--- config.mk ---
export PLATFORM = sky130hd
export DESIGN_NAME = board_game_turn_ctrl
export DESIGN_NICKNAME = d
export VERILOG_FILES = /design/src/rtl/board_game_pkg.sv /design/src/rtl/board_game_turn_ctrl_rr_picker.sv /design/src/rtl/board_game_turn_ctrl.sv
export SDC_FILE = /design/constraint.sdc
export NUM_CORES = 1
export LEC_CHECK = 0
export BUFFER_PORTS_ARGS = -buffer_cell sky130_fd_sc_hd__buf_2
export CAP_MARGIN = 20
export CORE_MARGIN = 2
export CORE_UTILIZATION = 51
export DETAILED_ROUTE_END_ITERATION = 10
export HOLD_SLACK_MARGIN = 0.03
export PLACE_DENSITY_LB_ADDON = 0.3
export SETUP_SLACK_MARGIN = 0.4
export SLEW_MARGIN = 10
export SYNTH_ARGS = -nofsm -noshare
export SYNTH_HDL_FRONTEND = slang
export SYNTH_SLANG_ARGS = --single-unit
--- constraint.sdc ---
create_clock -name clk -period 2.76 [get_ports clk]
set_input_delay 0.552 -clock clk [delete_from_list [all_inputs] [get_ports clk]]
set_output_delay 0.552 -clock clk [all_outputs]
set_load 0.03 [all_outputs]
--- src/rtl/board_game_pkg.sv ---
// Shared types and helpers for the 4x4 board game.
// Cells are {y[1:0],x[1:0]}; moves wrap modulo 4 on both axes.
package board_game_pkg;

  typedef logic [3:0] cell_t;

  typedef enum logic [1:0] {
    DIR_YDEC = 2'b00,
    DIR_YINC = 2'b01,
    DIR_XDEC = 2'b10,
    DIR_XINC = 2'b11
  } dir_t;

  typedef enum logic [1:0] {
    WAIT  = 2'd0,
    MOVE  = 2'd1,
    SCORE = 2'd2,
    DONE  = 2'd3
  } state_t;

  localparam logic [15:0] BOARD_FULL = 16'hFFFF;

  function automatic logic [2:0] cell_prize(cell_t c);
    return 3'(c[1:0]) + 3'(c[3:2]);
  endfunction

  function automatic cell_t step(cell_t c, dir_t d);
    logic [1:0] x;
    logic [1:0] y;
    x = c[1:0];
    y = c[3:2];
    unique case (d)
      DIR_YDEC: y = y - 2'd1;
      DIR_YINC: y = y + 2'd1;
      DIR_XDEC: x = x - 2'd1;
      DIR_XINC: x = x + 2'd1;
    endcase
    return {y, x};
  endfunction

endpackage

--- src/rtl/board_game_turn_ctrl_rr_picker.sv ---
// Combinational round-robin selector: first set request at or after ptr,
// wrapping over N requesters.
module rr_picker #(
  parameter int N = 2
) (
  input  logic [N-1:0] req,
  input  logic [1:0]   ptr,
  output logic [1:0]   gnt,
  output logic         vld
);

  always_comb begin
    gnt = '0;
    vld = 1'b0;
    for (int i = 0; i < N; i++) begin
      int idx;
      idx = int'(ptr) + i;
      if (idx >= N) idx = idx - N;
      if (!vld && req[idx]) begin
        vld = 1'b1;
        gnt = 2'(idx);
      end
    end
  end

endmodule

--- src/rtl/board_game_turn_ctrl.sv ---
// Round-robin turn scheduler owning the shared visited map and scores.
// Define COLLISION_BLOCK_EN to reject moves onto another player's cell.
module board_game_turn_ctrl
  import board_game_pkg::*;
#(
  parameter int NUM_PLAYERS = 2,
  parameter int MAX_TURNS   = 32
) (
  input  logic                     clk,
  input  logic                     reset,
  input  logic [NUM_PLAYERS-1:0]   move_req,
  input  logic [2*NUM_PLAYERS-1:0] move_dir,
  output logic [NUM_PLAYERS-1:0]   move_ack,
  output logic [1:0]               cur_player,
  output logic [3:0]               last_prize,
  output logic [4*NUM_PLAYERS-1:0] positions,
  output logic [6*NUM_PLAYERS-1:0] scores,
  output logic [15:0]              visited,
  output logic [5:0]               turn_count,
  output logic                     game_over
);

  localparam logic [5:0] MAXT = 6'(MAX_TURNS);
  localparam logic [1:0] LASTP = 2'(NUM_PLAYERS - 1);

  state_t     state;
  logic [1:0] rr_ptr;
  dir_t       dir_q;
  cell_t      cell_n;
  cell_t      cur_cell;
  cell_t      nxt;
  logic [1:0] pick_g;
  logic       pick_v;
  logic       hit;
  logic       blk;
  logic [2:0] prize;

  rr_picker #(.N(NUM_PLAYERS)) u_pick (
    .req (move_req),
    .ptr (rr_ptr),
    .gnt (pick_g),
    .vld (pick_v)
  );

  assign cur_cell = positions[4*cur_player +: 4];
  assign nxt      = step(cur_cell, dir_q);
  assign prize    = cell_prize(cell_n);

`ifdef COLLISION_BLOCK_EN
  always_comb begin
    hit = 1'b0;
    for (int p = 0; p < NUM_PLAYERS; p++) begin
      if (2'(p) != cur_player && positions[4*p +: 4] == nxt)
        hit = 1'b1;
    end
  end
`else
  assign hit = 1'b0;
  assign blk = 1'b0;
`endif

  always_ff @(posedge clk) begin
    if (reset) begin
      state      <= WAIT;
      rr_ptr     <= '0;
      dir_q      <= DIR_YDEC;
      cell_n     <= '0;
      move_ack   <= '0;
      cur_player <= '0;
      last_prize <= '0;
      positions  <= '0;
      scores     <= '0;
      visited    <= 16'h0001;
      turn_count <= '0;
      game_over  <= 1'b0;
`ifdef COLLISION_BLOCK_EN
      blk        <= 1'b0;
`endif
    end else begin
      unique case (state)
        WAIT: begin
          if (visited == BOARD_FULL || turn_count == MAXT) begin
            state     <= DONE;
            game_over <= 1'b1;
          end else if (pick_v) begin
            cur_player <= pick_g;
            dir_q      <= dir_t'(move_dir[2*pick_g +: 2]);
            state      <= MOVE;
          end
        end
        MOVE: begin
          cell_n   <= nxt;
          move_ack <= NUM_PLAYERS'(1) << cur_player;
          if (!hit) positions[4*cur_player +: 4] <= nxt;
`ifdef COLLISION_BLOCK_EN
          blk      <= hit;
`endif
          state    <= SCORE;
        end
        SCORE: begin
          move_ack   <= '0;
          turn_count <= turn_count + 6'd1;
          rr_ptr     <= (cur_player == LASTP) ? 2'd0 : cur_player + 2'd1;
          if (!blk && !visited[cell_n]) begin
            last_prize <= 4'(prize);
            scores[6*cur_player +: 6] <=
              scores[6*cur_player +: 6] + 6'(prize);
            visited[cell_n] <= 1'b1;
          end else begin
            last_prize <= '0;
          end
          state <= WAIT;
        end
        DONE: state <= DONE;
      endcase
    end
  end

endmodule

* Word level (Yosys, flattened, before mapping)
Index checks and enable logic that the tools add are counted.
** Word-level totals
- Input bits :: 8
- Word-level logic and storage cells :: 89
- Bits in registers :: 61
- Output and inout port bits :: 51
** Operators by class
- Eq/ne operators :: 10
- Reductions and logical operators :: 10
- Order comparisons :: 6
- Multiply operators :: 1
- Add/sub/neg operators :: 13
- Bitwise gates (word level) :: 3
- Shifts and indexed selects :: 8
- Multiplexer cells :: 26
** Operators by type and width (number)
- $lt 32x3->1 const B :: 2
- $mux 32 :: 2
- $neg 4->34 :: 1
- $neg 5->34 :: 1
- $shift 4x34->8 const A :: 1
- $shift 6x34->12 const A :: 1
- $shiftx 4x34->8 :: 1
- $shiftx 6x34->12 :: 1
- $ge 32x3->1 const B :: 1
- $sub 32x3->32 const B :: 1
- $eq 16x16->1 const B :: 1
- $or 16x16->16 :: 1
- $bwmux 12 :: 1
- $pmux 2 s2 :: 3
- $shiftx 12x6->6 :: 1
- $mux 1 :: 10
- $mux 2 :: 5
- $bwmux 8 :: 1
- $eq 2x2->1 const B :: 4
- $pmux 2 s4 :: 1
- $shiftx 8x5->4 :: 1
- $add 2x1->2 const B :: 3
- $add 6x1->6 const B :: 1
- $add 6x3->6 :: 1
- 24 further kinds :: 31

* Depth between registers and ports, before layout
- Word-level depth :: 12
- Mapped depth :: 13
- Depth with buffers taken out :: 10

* Cells and area by module
Synthesis repeated with hierarchy kept, for this count alone.
** Second synthesis, totals
- Cell total of the unflattened synthesis :: 366
- Area total of the unflattened synthesis :: 3191.8 um^2
** By module, submodules not included
- board_game_turn_ctrl :: cells an instance 361, instances 1, sequential area each 1201.2 um^2, area an instance 3160.5 um^2
- rr_picker :: cells an instance 5, instances 1, sequential area each 0.0 um^2, area an instance 31.3 um^2

* Worst setup path before layout
Ideal clock, no wire load.
- Path type :: register -> register
- Start :: reg cur_player[0]
- End :: reg scores[8]
- Setup time :: 57 ps
- Cell stages (with the launch flop) :: 14
- Period minus slack after synthesis :: 3230 ps
- Slack :: -470 ps
- Arrival :: 3173 ps
- Data required time :: 2703 ps
- Cells stage by stage :: dfxtp_1 clkbuf_1 buf_2 buf_1 mux2i_1 nor2_1 ha_1 inv_1 fa_1 nand2b_1 a21oi_1 or4b_2 a31oi_1 mux2_4
** Between the ends
- Word-level cells in the longest chain between the ends :: 5
- Elaborated cells on any way between the ends :: 7
** Ends and longest elaborated chain
- from (decl) :: line board_game_turn_ctrl.sv:14 : output logic [1:0] cur_player,
- from (signal assigned) :: line board_game_turn_ctrl.sv:86 : cur_player <= pick_g;
- $mul 2x2->4 * :: line board_game_turn_ctrl.sv:106, board_game_turn_ctrl.sv:107
- $shiftx 12x6->6 :: line board_game_turn_ctrl.sv:107 : scores[6*cur_player +: 6] + 6'(prize);
- $add 6x3->6 :: line board_game_turn_ctrl.sv:107
- $shiftx 6x34->12 :: line board_game_turn_ctrl.sv:106 : scores[6*cur_player +: 6] <=
- $bwmux 12 * :: line board_game_turn_ctrl.sv:106
- to (signal, indexed assignment) :: line board_game_turn_ctrl.sv:106
- to (decl) :: line board_game_turn_ctrl.sv:17 : output logic [6*NUM_PLAYERS-1:0] scores,
Mark *: on every way between the ends. The rest lies on a longest branch, timed or not.
A chain may end at the register's enable or synchronous reset.

* Final worst setup path
- Start :: reg cell_n[2]
- End :: reg scores[11]
** Between the ends
- Word-level cells in the longest chain between the ends :: 4
- Elaborated cells on any way between the ends :: 8
** Ends and longest elaborated chain
- from (decl) :: line board_game_turn_ctrl.sv:29 : cell_t cell_n;
- from (signal assigned) :: line board_game_turn_ctrl.sv:92 : cell_n <= nxt;
- $add 2x2->3 or $bmux 1 s4 (tied branches) :: line board_game_pkg.sv:24, board_game_turn_ctrl.sv:104
- $add 6x3->6 or $mux 1 (tied branches) :: line board_game_turn_ctrl.sv:107, board_game_turn_ctrl.sv:104
- $shiftx 6x34->12 or $not 1->1 (tied branches)
- $bwmux 12 or $reduce_and 2->1 (tied branches)
Parallel ways exist; a longest one is shown, timed or not. The select of a mux whose other input is x is not followed.

==> results.txt <==
Critical Path Start Type: flip-flop
clk buf depth: 2
Worst path top cell family by delay: adder cells
Max VDD drop: 429.3 uV
largest net degree at the start of global routing: 29
status: finished, final reports clean
Post-synth EDFFs: 0
GR Overflow Total: 0
YS warnings: 0
DIE AREA: 7227 um2
Post-Syn Area: 3347 um2
Syn-to-layout area delta: 22.69%
Max-Cap Viols: 0
total track usage: 0.2425
Die H: 85.01 um
Final TNS setup: 0 ps
Pleak: 1.816 nW
crit-path max cell delay: 480 ps
period utilization: 0.8819
top_reg_cell synth: dfxtp_1
vias in the first global route: 2839
average routed wire per standard cell: 16.22 um
Worst slew margin: 0.5338
Flop pwr share: 0.345
crit end category: flip-flop
mean area per synthesized cell: 8.878 um2
CTS Hold Bufs: 0
hold_ws: 467.9 ps
antenna viol nets, final: 0
initial antenna violation count: 0
Hold Crit Class: reg -> reg
Pwr per Cell Area: 735.3 nW/um2
pre-CTS WS: 302.9 ps
Clock Latency Late Sink: 350 ps
Post-synth ARST share: 0
area of the multi-input gates: 2056 um2
Inserted Clock Buffers: 9
DRC: 0
dpl cells: 498
sequential element share of the synthesized area: 0.3589
dpl hpwl: 5.842 mm
Crit-path slowest cell: fa_1
DRT iter0 DRCs: 235
worst-path cell chain: ha_4, fa_1, buf_4, ha_4, nand3_2, a22oi_2, xor2_1, nor3_2, mux2_4
beginning of the critical path: cell_n[2]
# rows: 29
Critical Path RT: 3000 ps
GP Congestion: 0.8911
hold path startpoint: game_over
port buffer count: 57
# setup viols final: 0
Initial Utilization: 0.5271
via density per instance: 5.812
via count: 3063
Comb power frac: 0.364
syn_nets: 404
total power: 3.020 mW
f_max: 0.4108 GHz
register area: 1212 um2
fill count: 498
switching fraction of total power: 0.3684
Worst Skew: 5.534 ps
RSZ-0062 raised after global routing: yes
# nets final: 472
CP Max Fanout: 2
Max Slew Vio Count: 0
Internal Pwr Total: 1.907 mW
Slew @ Worst Pin: 692.9 ps
final hold vios: 0
Final Routed Wirelength: 8.550 mm
reg2reg start: cell_n[2]
CORE AREA: 6350 um2
critical path's most frequent cell: ha_4
crit path setup slack, layout: 326.0 ps
distinct cell type count after synthesis: 62
WS Path Type: reg -> reg
Clk network pwr share: 0.291
Ports: 59
Yosys reg bits: 60
Clock Sinks: 60
Worst R2R Setup Slack: 330 ps
share of post-route cells with drive strength above 1: 0.2822
Gate Count Post-Synth: 377
CTS tree: built
Buf+Inv Stages, Crit Path: 1
Sw Pwr: 1.113 mW
Detailed Routing Iterations Pass 1: 5
width of the die: 85.01 um
clock root cell: clkbuf_8
crit path DAT: 2670 ps
first-pass GRT wire length: 13.91 mm
crit path time final: 2434 ps
Antenna Cells: 0
H-tree Lvls: 3
Finished Layout Cells: 527
Reg clk slew, reported paths: 70 ps
## synthesized netlist by cell type (3+ instances only)
library cell	count	area share
mux2i_1	24	0.072
nor2b_1	5	0.0093
xor2_1	8	0.021
inv_1	20	0.022
a211oi_1	3	0.0067
nand3_1	9	0.013
dfxtp_1	60	0.36
a22oi_1	11	0.025
nand2b_1	6	0.011
o41ai_1	7	0.018
xnor2_1	5	0.013
buf_1	3	0.0034
nor2_1	43	0.048
o2bb2ai_1	3	0.0079
nor3_1	16	0.024
a21oi_1	7	0.010
ha_1	17	0.064
nand4_1	8	0.015
o21ai_0	4	0.0060
or3_1	5	0.0093
mux2_4	4	0.018
nor4_1	7	0.013
a31oi_1	7	0.013
nand2_1	29	0.033
clkbuf_1	13	0.015
## sequential cells by signal, summed over array words and instances, names as in the netlist, 3 cells and up
name / flops
positions: 8
scores: 12
visited: 16
cell_n: 4
turn_count: 6
last_prize: 3
## metal layers
layer  routed length (um)  GRT usage
met5                    0          0
met4                  148     0.1053
met3                  511    0.03988
met2                 4066     0.3949
met1                 3824     0.3177
## through the flow
step | area, um2 | utilization
final | 4106 | 0.6467
after global routing | 4106 | 0.6467
after CTS | 3999 | 0.6298
after detailed placement | 3729 | 0.5872
after global placement | 3729 | 0.5872
after floorplan | 3416 | -
## worst paths after layout
path | end | cells after the start
worst max register to register | scores[11] | 9
worst min-delay path | game_over | 2
worst min register to register | game_over | 2
worst max-delay path | scores[11] | 9
## final cells by class
class	instances	area share
flip-flops and latches	60	0.2952
repair buffers	78	0.1079
clock buffers	11	0.03443
clock inverters	5	0.01828
multi-input cells	274	0.5006
inverters	22	0.02011
well taps	77	0.02346
## power groups by stage
stage               Combinational, mW  Clock [mW]  Sequential, mW
floorplan                       0.724           0            1.09
global route                     1.20       0.926            1.05
detailed placement              0.975           0            1.06
global placement                0.958           0            1.06
finish                           1.10       0.878            1.04
CTS                              1.03       0.884            1.04
## logic make-up after synthesis
family | count (synthesis) | synth area share
xor gates and xnor gates | 13 | 0.03402
AOI/OAI and AO/OA | 64 | 0.1462
muxes | 33 | 0.1155
buffers and inverters | 43 | 0.05458
other | 1 | 0.001120
DFF | 60 | 0.3589
and+or+nand+nor | 144 | 0.2142
adders and majority gates | 19 | 0.07551
## placed cells by master, fill, tap and decap left out, drive strengths merged, types with 3 or more instances in the layout
| cell | n |
|---|---|
| nand2 | 31 |
| nor2b | 5 |
| o21ai | 4 |
| o41ai | 7 |
| mux2 | 7 |
| a31oi | 7 |
| xor2 | 8 |
| dfxtp | 60 |
| xnor2 | 5 |
| or3 | 5 |
| a211oi | 3 |
| ha | 17 |
| nand4 | 8 |
| inv | 20 |
| o2bb2ai | 3 |
| nor2 | 43 |
| mux2i | 24 |
| a21oi | 7 |
| clkinv | 5 |
| o211ai | 3 |
| clkbuf | 11 |
| nor3 | 16 |
| nand2b | 6 |
| nand3 | 9 |
| nor3b | 3 |
| a22oi | 11 |
| buf | 78 |
| nor4 | 7 |
## timing repair
item	4_1_cts	5_1_grt
buffers inserted	4	9
gates resized for setup	8	6
cloned	0	0
pin swaps	6	8
endpoints found under the setup margin	6	17
## worst min-delay path, cell delays in order (launching register included)
cell and delay [ps]:
dfxtp_1 320, inv_1 60, a21oi_1 50
(Power assumes the default switching activity.)
